**src/rtl/user_io_host.sv**
```systemverilog
`default_nettype none
// ============================================================================
// Module  : user_io_host
// Brief   : SPI mode-0 master that drives the core configuration link. Each
//           transaction sends a command byte plus len data bytes, MSB first.
// Revision: 1.0
// ============================================================================
module user_io_host #(
    parameter int CLK_DIV = 4
) (
    input  logic       clk_sys,
    input  logic       reset,
    input  logic       start,
    input  logic [7:0] cmd,
    input  logic [7:0] len,
    input  logic [7:0] wr_data,
    output logic       wr_ack,
    output logic [7:0] rd_data,
    output logic       rd_valid,
    output logic       busy,
    output logic       done,
    output logic       SPI_SCK,
    output logic       SPI_DI,
    input  logic       SPI_DO,
    output logic       CONF_DATA0
);

    localparam int              CW     = $clog2(CLK_DIV);
    localparam logic [CW-1:0]   c_LAST = CW'(CLK_DIV - 1);
    localparam logic [CW-1:0]   c_PRE  = CW'(CLK_DIV - 2);

    typedef enum logic [2:0] {
        S_IDLE  = 3'd0,
        S_SETUP = 3'd1,
        S_SHIFT = 3'd2,
        S_HOLD  = 3'd3,
        S_GAP   = 3'd4
    } state_t;

    state_t          r_state, w_state;
    logic [CW-1:0]   r_cnt, w_cnt;
    logic [2:0]      r_bit, w_bit;
    logic [7:0]      r_byte, w_byte;
    logic [7:0]      r_len, w_len;
    logic [7:0]      r_tx, w_tx;
    logic [7:0]      r_rx, w_rx;
    logic [7:0]      r_rd_data, w_rd_data;
    logic            r_rd_valid, w_rd_valid;
    logic            r_wr_ack, w_wr_ack;
    logic            r_busy, w_busy;
    logic            r_done, w_done;
    logic            r_sck, w_sck;
    logic            r_di, w_di;
    logic            r_cs_n, w_cs_n;
    logic [7:0]      w_rx_shift;

    assign w_rx_shift = {r_rx[6:0], SPI_DO};

    always_comb begin
        w_state    = r_state;
        w_cnt      = r_cnt + 1'b1;
        w_bit      = r_bit;
        w_byte     = r_byte;
        w_len      = r_len;
        w_tx       = r_tx;
        w_rx       = r_rx;
        w_rd_data  = r_rd_data;
        w_rd_valid = 1'b0;
        w_wr_ack   = 1'b0;
        w_busy     = r_busy;
        w_done     = 1'b0;
        w_sck      = r_sck;
        w_di       = r_di;
        w_cs_n     = r_cs_n;

        case (r_state)
            S_IDLE: begin
                w_cnt = '0;
                if (start) begin
                    w_state = S_SETUP;
                    w_len   = len;
                    w_tx    = cmd;
                    w_di    = cmd[7];
                    w_cs_n  = 1'b0;
                    w_busy  = 1'b1;
                    w_bit   = 3'd7;
                    w_byte  = 8'd0;
                end
            end
            S_SETUP: begin
                if (r_cnt == c_LAST) begin
                    w_cnt   = '0;
                    w_sck   = 1'b1;
                    w_state = S_SHIFT;
                end
            end
            S_SHIFT: begin
                if (r_sck) begin
                    // MISO is captured in the first cycle of each high half.
                    if (r_cnt == '0) begin
                        w_rx = w_rx_shift;
                        if (r_bit == 3'd0 && r_byte != 8'd0) begin
                            w_rd_data  = w_rx_shift;
                            w_rd_valid = 1'b1;
                        end
                    end
                    // Ack is raised one cycle early so it covers the load cycle.
                    if (r_cnt == c_PRE && r_bit == 3'd0 && r_byte != r_len)
                        w_wr_ack = 1'b1;
                    if (r_cnt == c_LAST) begin
                        w_cnt = '0;
                        w_sck = 1'b0;
                        if (r_bit != 3'd0) begin
                            w_tx = {r_tx[6:0], 1'b0};
                            w_di = r_tx[6];
                        end else if (r_byte != r_len) begin
                            w_tx = wr_data;
                            w_di = wr_data[7];
                        end
                    end
                end else if (r_cnt == c_LAST) begin
                    w_cnt = '0;
                    if (r_bit == 3'd0 && r_byte == r_len) begin
                        w_state = S_HOLD;
                    end else begin
                        w_sck = 1'b1;
                        w_bit = r_bit - 3'd1;
                        if (r_bit == 3'd0)
                            w_byte = r_byte + 8'd1;
                    end
                end
            end
            S_HOLD: begin
                if (r_cnt == c_LAST) begin
                    w_cnt   = '0;
                    w_cs_n  = 1'b1;
                    w_state = S_GAP;
                end
            end
            S_GAP: begin
                if (r_cnt == c_PRE) begin
                    w_done = 1'b1;
                    w_busy = 1'b0;
                end
                if (r_cnt == c_LAST) begin
                    w_cnt   = '0;
                    w_state = S_IDLE;
                end
            end
            default: begin
                w_state = S_IDLE;
            end
        endcase
    end

    always_ff @(posedge clk_sys) begin
        if (reset) begin
            r_state    <= S_IDLE;
            r_cnt      <= '0;
            r_bit      <= 3'd7;
            r_byte     <= 8'd0;
            r_len      <= 8'd0;
            r_tx       <= 8'd0;
            r_rx       <= 8'd0;
            r_rd_data  <= 8'd0;
            r_rd_valid <= 1'b0;
            r_wr_ack   <= 1'b0;
            r_busy     <= 1'b0;
            r_done     <= 1'b0;
            r_sck      <= 1'b0;
            r_di       <= 1'b0;
            r_cs_n     <= 1'b1;
        end else begin
            r_state    <= w_state;
            r_cnt      <= w_cnt;
            r_bit      <= w_bit;
            r_byte     <= w_byte;
            r_len      <= w_len;
            r_tx       <= w_tx;
            r_rx       <= w_rx;
            r_rd_data  <= w_rd_data;
            r_rd_valid <= w_rd_valid;
            r_wr_ack   <= w_wr_ack;
            r_busy     <= w_busy;
            r_done     <= w_done;
            r_sck      <= w_sck;
            r_di       <= w_di;
            r_cs_n     <= w_cs_n;
        end
    end

    assign wr_ack     = r_wr_ack;
    assign rd_data    = r_rd_data;
    assign rd_valid   = r_rd_valid;
    assign busy       = r_busy;
    assign done       = r_done;
    assign SPI_SCK    = r_sck;
    assign SPI_DI     = r_di;
    assign CONF_DATA0 = r_cs_n;

endmodule
`default_nettype wire
```
**config.mk**
```make
export PLATFORM = sky130hd
export DESIGN_NAME = user_io_host
export DESIGN_NICKNAME = d
export VERILOG_FILES = /design/src/rtl/user_io_host.sv
export SDC_FILE = /design/constraint.sdc
export NUM_CORES = 1
export LEC_CHECK = 0
export BUFFER_PORTS_ARGS = -buffer_cell sky130_fd_sc_hd__buf_4
export CORE_ASPECT_RATIO = 1.75
export CORE_MARGIN = 3
export CORE_UTILIZATION = 50
export CTS_CLUSTER_SIZE = 25
export DETAILED_ROUTE_END_ITERATION = 8
export PLACE_DENSITY = 0.72
export SYNTH_ARGS = -nofsm -noshare
export SYNTH_HDL_FRONTEND = slang
export SYNTH_SLANG_ARGS = --single-unit
```
**constraint.sdc**
```tcl
create_clock -name clk_sys -period 4 [get_ports clk_sys]
set_input_delay 0.4 -clock clk_sys [delete_from_list [all_inputs] [get_ports clk_sys]]
set_output_delay 0.4 -clock clk_sys [all_outputs]
set_load 0.1 [all_outputs]
```
== After elaboration in Yosys (flattened, before gate mapping) ==
Cells that the tools add are included.

* Register bits after elaboration: 53
* Bits of input ports: 28
* Output and inout port bits: 15
* Word-level logic and storage cells: 116

* Add/subtract/negate cells: 3
* Eq/ne operators: 20
* Mux-type cells: 47
* Bitwise logic cells: 4
* Reduce and logical (&&, ||, !) cells: 27

{| class="wikitable"
|+ Operators with widths
! cell !! number
|-
| 2-to-1 mux 8 bit || 5
|-
| 2-to-1 mux 7 bit || 5
|-
| 2-to-1 mux 3 bit || 11
|-
| != test 2 bit, second input constant || 11
|-
| 2-to-1 mux 1 bit || 16
|-
| case mux 8 bit (2 select lines) || 1
|-
| case mux 3 bit (5 select lines) || 1
|-
| case mux 7 bit (2 select lines) || 1
|-
| AND reduction 5 bit || 2
|-
| AND reduction 3 bit || 3
|-
| adder 8 x 1 -> 8 bit, second input constant || 1
|-
| == test 8 bit || 1
|-
| != test 8 bit || 1
|-
| case mux 1 bit (2 select lines) || 4
|-
| nonzero test 2 bit || 4
|-
| nonzero test 8 bit || 1
|-
| OR reduction 4 bit || 2
|-
| AND reduction 7 bit || 1
|-
| == test 3 x 2 -> 1 bit, second input constant || 2
|-
| zero test 3 bit || 2
|-
| case mux 3 bit (2 select lines) || 1
|-
| AND reduction 6 bit || 1
|-
| == test 2 bit, second input constant || 2
|-
| logical AND 1 bit || 4
|-
| other kinds (14) || 18
|}

== Longest topological paths before layout ==
Gate-level depths: netlist of run 1.

* Word-level depth: 6
* Mapped depth: 8
* Gate-level depth less buffers: 7

== Worst setup path after synthesis of run 1 ==
Ideal clock, no wire load.

* Kind: reg-to-reg
* From: register r_sck (netlist: SPI_SCK)
* To: register r_di (netlist: SPI_DI)
* Library setup time: 132 ps
* Data arrival time: 2102 ps
* Data required time: 3868 ps
* Setup slack: 1766 ps
* Stages on the path, launching flop included: 7
* Buffers on the path: 1
* Period minus slack after synthesis: 2234 ps
* Cell sequence: dfxtp_1 > buf_2 > nand3_1 > and2_1 > or3_1 > o21ai_0 > a21oi_1

* Cells in the longest elaborated chain, start to end: 2

{| class="wikitable"
|+ Ends and longest elaborated chain
! what !! line !! source
|-
| start: declaration || 52 || <nowiki>logic r_sck, w_sck;</nowiki>
|-
| start signal: assignment || 186 || <nowiki>r_sck <= w_sck;</nowiki>
|-
| != test 2 bit (no line) || - ||
|-
| AND reduction 5 bit (no line) || - ||
|-
| end signal: assignment || 187 || <nowiki>r_di <= w_di;</nowiki>
|-
| end: declaration || 53 || <nowiki>logic r_di, w_di;</nowiki>
|}

Every way passes these cells.
A chain may end at the register's enable or synchronous reset.

== Final worst setup path of run 1 ==
* From: register r_state[1]
* To: register r_bit[0]

* Cells in the longest elaborated chain, start to end: 3
* Elaborated cells on any way between the ends: 9
* Those cells by class: 5 x eq/ne; 1 x mux; 3 x reduce/logical

{| class="wikitable"
|+ Ends and longest elaborated chain
! what !! line !! source
|-
| start: declaration || 40 || <nowiki>state_t r_state, w_state;</nowiki>
|-
| start signal: assignment || 174 || <nowiki>r_state <= w_state;</nowiki>
|-
| == test 3 x 2 -> 1 bit or zero test 3 bit (tied branches) || 76 || <nowiki>case (r_state)</nowiki>
|-
| != test 2 bit (no line) or nonzero test 2 bit (tied branches) || - ||
|-
| AND reduction 5 bit (no line) || - ||
|-
| end signal: assignment || 176 || <nowiki>r_bit <= w_bit;</nowiki>
|-
| end: declaration || 42 || <nowiki>logic [2:0] r_bit, w_bit;</nowiki>
|}

Parallel ways exist; a longest one is shown, timed or not.

==> metrics.cfg, run 1 <==
[cts]
cts_buffers=5
clock_sinks=53
post_cts_resized=0
tritoncts=built
cts_hold_buf=0
htree_num_levels=2
cts.clk_slew.worst_paths_ps=110
cts_buffer_depth=2
cts-root-buf=clkbuf_8
cts_setup_buffers=0
clk_latency_ps=310

[logic_synthesis]
yosysTopAreaCellShare_pct=40.6
synth_nets=350
async_flop_share_pct=0
synth_common_cells=55 x nand2_1, 53 x dfxtp_1, 35 x a21oi_1, 24 x nor2_1, 13 x nand3_1
syn_avg_cell_area_um2=8.30
synth_ff_type=dfxtp_1
syn-cell-area_um2=2620
synth_area_leaders=dfxtp_1 41%, nand2_1 7.9%, a21oi_1 6.7%, mux2i_1 4.2%, nor2_1 3.4%
synth-edff-count=0
ys_ff_latch=53
yosysWarnings=0
syn_inst=315
ys_types=47
yosysSeqAreaShare_pct=40.6
yosysTopAreaCell=dfxtp_1
synth.most_common_cell=nand2_1

[timing]
fin_tns_setup_ps=0
drv_slew=0
fmax_mhz=408
min_period_over_period_pct=61.2
hold_viol=0
fin_skew_ps=9.23
tightestPinTransition_ps=877
setup_violations=0
slew_headroom_pct=41.4
rsz0062_at_grt=no
min_period_ps=2450

[routing]
via_per_inst=5.79
routed_wl_mm=5.73
vias=2315
drc=0
drtAntennaViolNets=0
drt_pass1_iterations=5
drtIter0Drc=82
wire_per_inst_um=14.3

[placement]
portBuffers=42
post-dp-hpwl_mm=4.24
globalplace.congestion=0.792

[critical_path]
cp-end-kind=flop
cpPeakStageDelay_ps=740
cp_max_fo=19
crit_buf_inv=0
cp_top_family=simple AND/OR/NAND/NOR gates
cp_slowest_cell=nor3b_4
cp-start-kind=flop
criticalPathCategory=flop to flop
cp_cell_sequence=nor3b_4 -> nand4_1 -> nand2_1 -> mux2i_1
arrival_ps=2690
crit_required_ps=4240
reg2reg_slack_ps=1550

[floorplan]
initial_core_util_pct=52.1
ios=43
die_w_um=60.7
core_um2=5020
die_h_um=102
rows=34
dieArea_um2=6170

[power_and_ir_drop]
p_leak_uw=0.00115
power_uw=991
ir_worst_vdd_v=0.000334
p_per_area_nw_per_um2=329

[cells_and_area]
area.sequential_um2=1060
nets=380
fillers=479
diodes=0
area_delta_synth_final_pct=15.0
drive_gt1_share_pct=17.6
multiInputGateArea_um2=1440

[outcome]
outcome=finished clean

[run]
max_cap_violations=0

[global_route]
overflow=0
grt_pass1_wl_mm=9.55
grt_max_degree=51
grt_use_total_pct=19.8
antenna_found_initial=0
grt_pass1_vias=2140

[hold_path]
hold_class=input pin to flop

## registers in the layout, summed over array words and instances (netlist names)
signal and count:
SPI_SCK 1, r_tx 7, rd_data 8, rd_valid 1, done 1, CONF_DATA0 1
r_state 3, r_byte 8, SPI_DI 1, wr_ack 1, r_len 8, busy 1
r_bit 3, r_rx 7, r_cnt 2
## cells in the final DEF, fill, tap and decap left out, drive strengths merged, types with 5 or more instances in the layout
master	synthesis	layout
buf	8	42
inv	8	9
ha	7	7
nand2	55	55
clkbuf	11	5
o21ai	8	8
dfxtp	53	53
a31oi	10	10
nor2	24	24
nor3	10	10
nand2b	6	6
xnor2	8	8
and3	5	5
mux2i	11	11
nand3	14	14
a41oi	7	7
a21oi	35	35
## tightest hold or removal path: cells and delay by family
kind,cells,cell delay (ps)
compound gates,1,50
buf+inv,1,110
simple gates,1,50
## per-stage QoR
| stage | hold slack, ps | area [µm²] | setup slack [ps] | std cells | utilization [%] |
|---|---|---|---|---|---|
| 5_1_grt | 337 | 3010 | 1350 | 400 | 59.9 |
| 3_3_place_gp | 445 | 2910 | 1660 | 392 | 58.0 |
| 4_1_cts | 324 | 3010 | 1580 | 400 | 59.9 |
| 6_report | 327 | 3010 | 1550 | 400 | 59.9 |
| 3_5_place_dp | 455 | 2910 | 1570 | 392 | 58.0 |
| 2_1_floorplan | 430 | 2620 | 1770 | 315 | - |
## power breakdown
part	internal (µW)	switching, µW
clock	128	188
sequential	542	11.2
combinational	47.5	74.1
## layer usage
| layer | GRT usage, % | routed length, µm |
|---|---|---|
| met2 | 35.7 | 3120 |
| met4 | 7.01 | 58 |
| met5 | 0 | 0 |
| met3 | 3.57 | 178 |
| met1 | 22.4 | 2380 |
## final cells by class
type | instances | area share [%]
clock inverters | 3 | 0.874
well taps | 54 | 2.25
repair buffers | 42 | 10.5
inverters | 8 | 0.998
multi-input cells | 235 | 47.8
clock buffers | 5 | 2.29
flip-flops and latches | 53 | 35.3
## cells by family after synthesis
kind of cell / synth area share, %
flip-flops: 40.6
AO/OA/AOI/OAI: 15.6
AND/OR/NAND/NOR: 28.8
buffers and inverters: 4.40
adder cells (fa/ha/maj): 3.35
XOR/XNOR: 3.01
multiplexers: 4.21
## path summary, 6_finish.rpt
check | from | end | cells past startpoint
max reg2reg | r_state[1] | r_bit[0] | 4
max | r_state[1] | r_bit[0] | 4
min | len[3] | r_len[3] | 3
min reg2reg | r_rx[6] | r_rx[6] | 2
No activity file was read; power rests on OpenSTA's default activity.
==> inputs of run 2 (changes only) <==
ABC_AREA = 1   (was unset)
clock period = 2.3 ns   (was 4 ns; I/O delays follow)
==> run 2 against run 1 <==
Fmax rose by 30%. Non-clock buffer count grew 2. Sequential power is 120% higher. Wire length increased by 4.3%. Cell area grew 4.4%. Setup slack got worse by 1100 ps. Die area is 1.9% higher. Sequential cell count stayed put. Clock power up 130%.
==> metrics.cfg, run 2 <==
[routing]
drc=0  ; unchanged
via_per_inst=5.16  ; was 5.79
drt_pass1_iterations=5  ; unchanged
wire_per_inst_um=12.5  ; was 14.3 µm
drtAntennaViolNets=0  ; unchanged
routed_wl_mm=5.98  ; was 5.73 mm
vias=2465  ; was 2315
drtIter0Drc=70  ; was 82

[critical_path]
worstReg2RegEnd=rd_data[3]  ; was r_bit[0]
cp_max_fo=23  ; was 19
r2r_start=r_state[0]  ; was r_state[1]
crit_required_ps=2490  ; was 4240 ps
cp-end-kind=flop  ; unchanged
criticalPathCategory=flop to flop  ; unchanged
reg2reg_slack_ps=410  ; was 1550 ps
worst_r2r_path_depth=8  ; was 4
arrival_ps=2080  ; was 2690 ps
cp-start-kind=flop  ; unchanged

[power_and_ir_drop]
p_per_area_nw_per_um2=1080  ; was 329 nW/µm²
power_uw=3400  ; was 991 µW
intPower_uw=1990  ; was 718 µW
ir_worst_vdd_v=0.000603  ; was 0.000334 V
comb_power_share_pct=41.7  ; was 12.3%
p_sw_uw=1420  ; was 273 µW
p_leak_uw=0.00138  ; was 0.00115 µW
switching_share_pct=41.6  ; was 27.6%
clkPwrFrac_pct=21.7  ; was 31.9%
pwr-share-seq_pct=36.6  ; was 55.9%

[logic_synthesis]
yosysSeqAreaShare_pct=39.8  ; was 40.6%
synth_nets=418  ; was 350
async_flop_share_pct=0  ; unchanged
yosysTopAreaCell=dfxtp_1  ; unchanged
synth_ff_type=dfxtp_1  ; unchanged
synth-edff-count=0  ; unchanged
syn_inst=383  ; was 315
synth_common_cells=95 x nand2_1, 53 x dfxtp_1, 53 x nor2_1, 40 x a21oi_1, 35 x inv_1  ; was 55 x nand2_1, 53 x dfxtp_1, 35 x a21oi_1, 24 x nor2_1, 13 x nand3_1
yosysWarnings=0  ; unchanged
ys_ff_latch=53  ; unchanged
yosysTopAreaCellShare_pct=39.8  ; was 40.6%
syn_avg_cell_area_um2=6.96  ; was 8.30 µm²
synth.most_common_cell=nand2_1  ; unchanged
syn-cell-area_um2=2670  ; was 2620 µm²
synth_area_leaders=dfxtp_1 40%, nand2_1 13%, a21oi_1 7.5%, nor2_1 7.5%, inv_1 4.9%  ; was dfxtp_1 41%, nand2_1 7.9%, a21oi_1 6.7%, mux2i_1 4.2%, nor2_1 3.4%
ys_types=28  ; was 47

[cts]
clock_sinks=53  ; unchanged
clk_latency_ps=310  ; about the same
post_cts_resized=0  ; unchanged
cts_hold_buf=0  ; unchanged
cts.clk_slew.worst_paths_ps=100  ; was 110 ps
cts-root-buf=clkbuf_8  ; unchanged
htree_num_levels=2  ; unchanged
cts_buffer_depth=2  ; unchanged
tritoncts=built  ; unchanged
cts_buffers=5  ; unchanged
cts_setup_buffers=0  ; unchanged

[floorplan]
core_um2=5060  ; was 5020 µm²
die_h_um=103  ; was 102 µm
die_w_um=61.2  ; was 60.7 µm
initial_core_util_pct=52.7  ; was 52.1%
dieArea_um2=6280  ; was 6170 µm²
rows=34  ; unchanged
ios=43  ; unchanged

[run]
max_cap_violations=0  ; unchanged

[hold_path]
whs_endpoint=r_len[3]  ; unchanged
hold_class=input pin to flop  ; unchanged
hp-start=len[3]  ; unchanged
hold_depth=3  ; unchanged

[timing]
fin_skew_ps=8.94  ; was 9.23 ps
rsz0062_at_grt=no  ; unchanged
setup_violations=0  ; unchanged
fin_tns_setup_ps=0  ; unchanged
min_period_over_period_pct=82.2  ; was 61.2%
hold_viol=0  ; unchanged
drv_slew=0  ; unchanged
tightestPinTransition_ps=440  ; was 877 ps
fmax_mhz=529  ; was 408 MHz
min_period_ps=1890  ; was 2450 ps
slew_headroom_pct=70.6  ; was 41.4%

[cells_and_area]
drive_gt1_share_pct=17.7  ; was 17.6%
area_delta_synth_final_pct=17.7  ; was 15.0%
diodes=0  ; unchanged
stdcell_count=478  ; was 400
fillers=487  ; was 479
final_cell_mix=95 x nand2_1, 53 x dfxtp_1, 53 x nor2_1  ; was 55 x nand2_1, 53 x dfxtp_1, 42 x buf_4
final_common_cell=nand2_1  ; unchanged
nets=458  ; was 380

[global_route]
grt_pass1_vias=2323  ; was 2140
overflow=0  ; unchanged
antenna_found_initial=0  ; unchanged
grt_max_degree=37  ; was 51
grt_pass1_wl_mm=9.98  ; was 9.55 mm
grt_use_total_pct=20.6  ; was 19.8%

[outcome]
outcome=finished clean  ; unchanged

[placement]
portBuffers=42  ; unchanged
post-dp-hpwl_mm=4.51  ; was 4.24 mm
placed_cells=470  ; was 392
globalplace.congestion=0.854  ; was 0.792

run 2: cells by family (layout without fill, tap and decap cells):
kind of cell / count (synthesis) / after routing / share of synthesized area [%]
AO/OA/AOI/OAI: 63 / 63 / 12.0
XOR/XNOR: 6 / 6 / 1.97
adder cells (fa/ha/maj): 7 / 7 / 3.28
buffers and inverters: 51 / 92 / 8.07
flip-flops: 53 / 53 / 39.8
AND/OR/NAND/NOR: 203 / 203 / 34.9
run 2: critical path: stages (launching register included):
cell	delay (ps)
dfxtp_1	380
nor2_4	170
nand2_4	180
inv_4	170
nand3_2	250
nor2_4	290
nand2_2	170
nand2_1	100
a21oi_1	60
run 2: routing by layer:
metal,vias to the layer above,wire [µm],GRT usage (%)
met4,0,129,7.68
met3,10,205,2.63
met1,1099,2380,22.0
met5,-,0,0
met2,53,3260,39.1
li1,1303,-,-
run 2: layout make-up:
class | instances | area [µm²] | area share [%]
Clock buffer | 5 | 68.8 | 2.19
Clock inverter | 3 | 65.1 | 2.07
Inverter | 40 | 155 | 4.94
Multi-Input combinational cell | 279 | 1390 | 44.3
Sequential cell | 53 | 1060 | 33.8
Tap cell | 54 | 67.6 | 2.15
Timing Repair Buffer | 44 | 330 | 10.5
run 2: worst max path at each step:
| stage | slack, ps | cells after the start | end | from |
|---|---|---|---|---|
| 4_1_cts | 400 | 8 | rd_data[3] | r_state[0] |
| 5_1_grt | 260 | 8 | rd_data[4] | r_state[0] |
| 3_5_place_dp | 430 | 8 | rd_data[3] | r_state[0] |
| 6_report | 410 | 8 | rd_data[3] | r_state[0] |
| 2_1_floorplan | 390 | 5 | rd_data[0] | SPI_SCK |
| 3_3_place_gp | 520 | 8 | rd_data[3] | r_state[0] |
run 2: power groups by stage:
| stage | clock network (µW) | logic (µW) | registers (µW) |
|---|---|---|---|
| after floorplan | 0 | 1070 | 1330 |
| after global placement | 0 | 1400 | 1260 |
| after detailed placement | 0 | 1430 | 1260 |
| after CTS | 753 | 1440 | 1240 |
| after global routing | 787 | 1610 | 1260 |
| final | 740 | 1420 | 1240 |
run 2: metrics by stage:
step / setup slack [ps] / instance area [µm²] / hold slack (ps) / util (%)
floorplan: 393 / 2670 / 365 / -
global placement: 521 / 3010 / 448 / 59.4
detailed placement: 434 / 3010 / 451 / 59.4
CTS: 397 / 3140 / 143 / 62.0
global route: 257 / 3140 / 152 / 62.0
finish: 410 / 3140 / 145 / 62.0
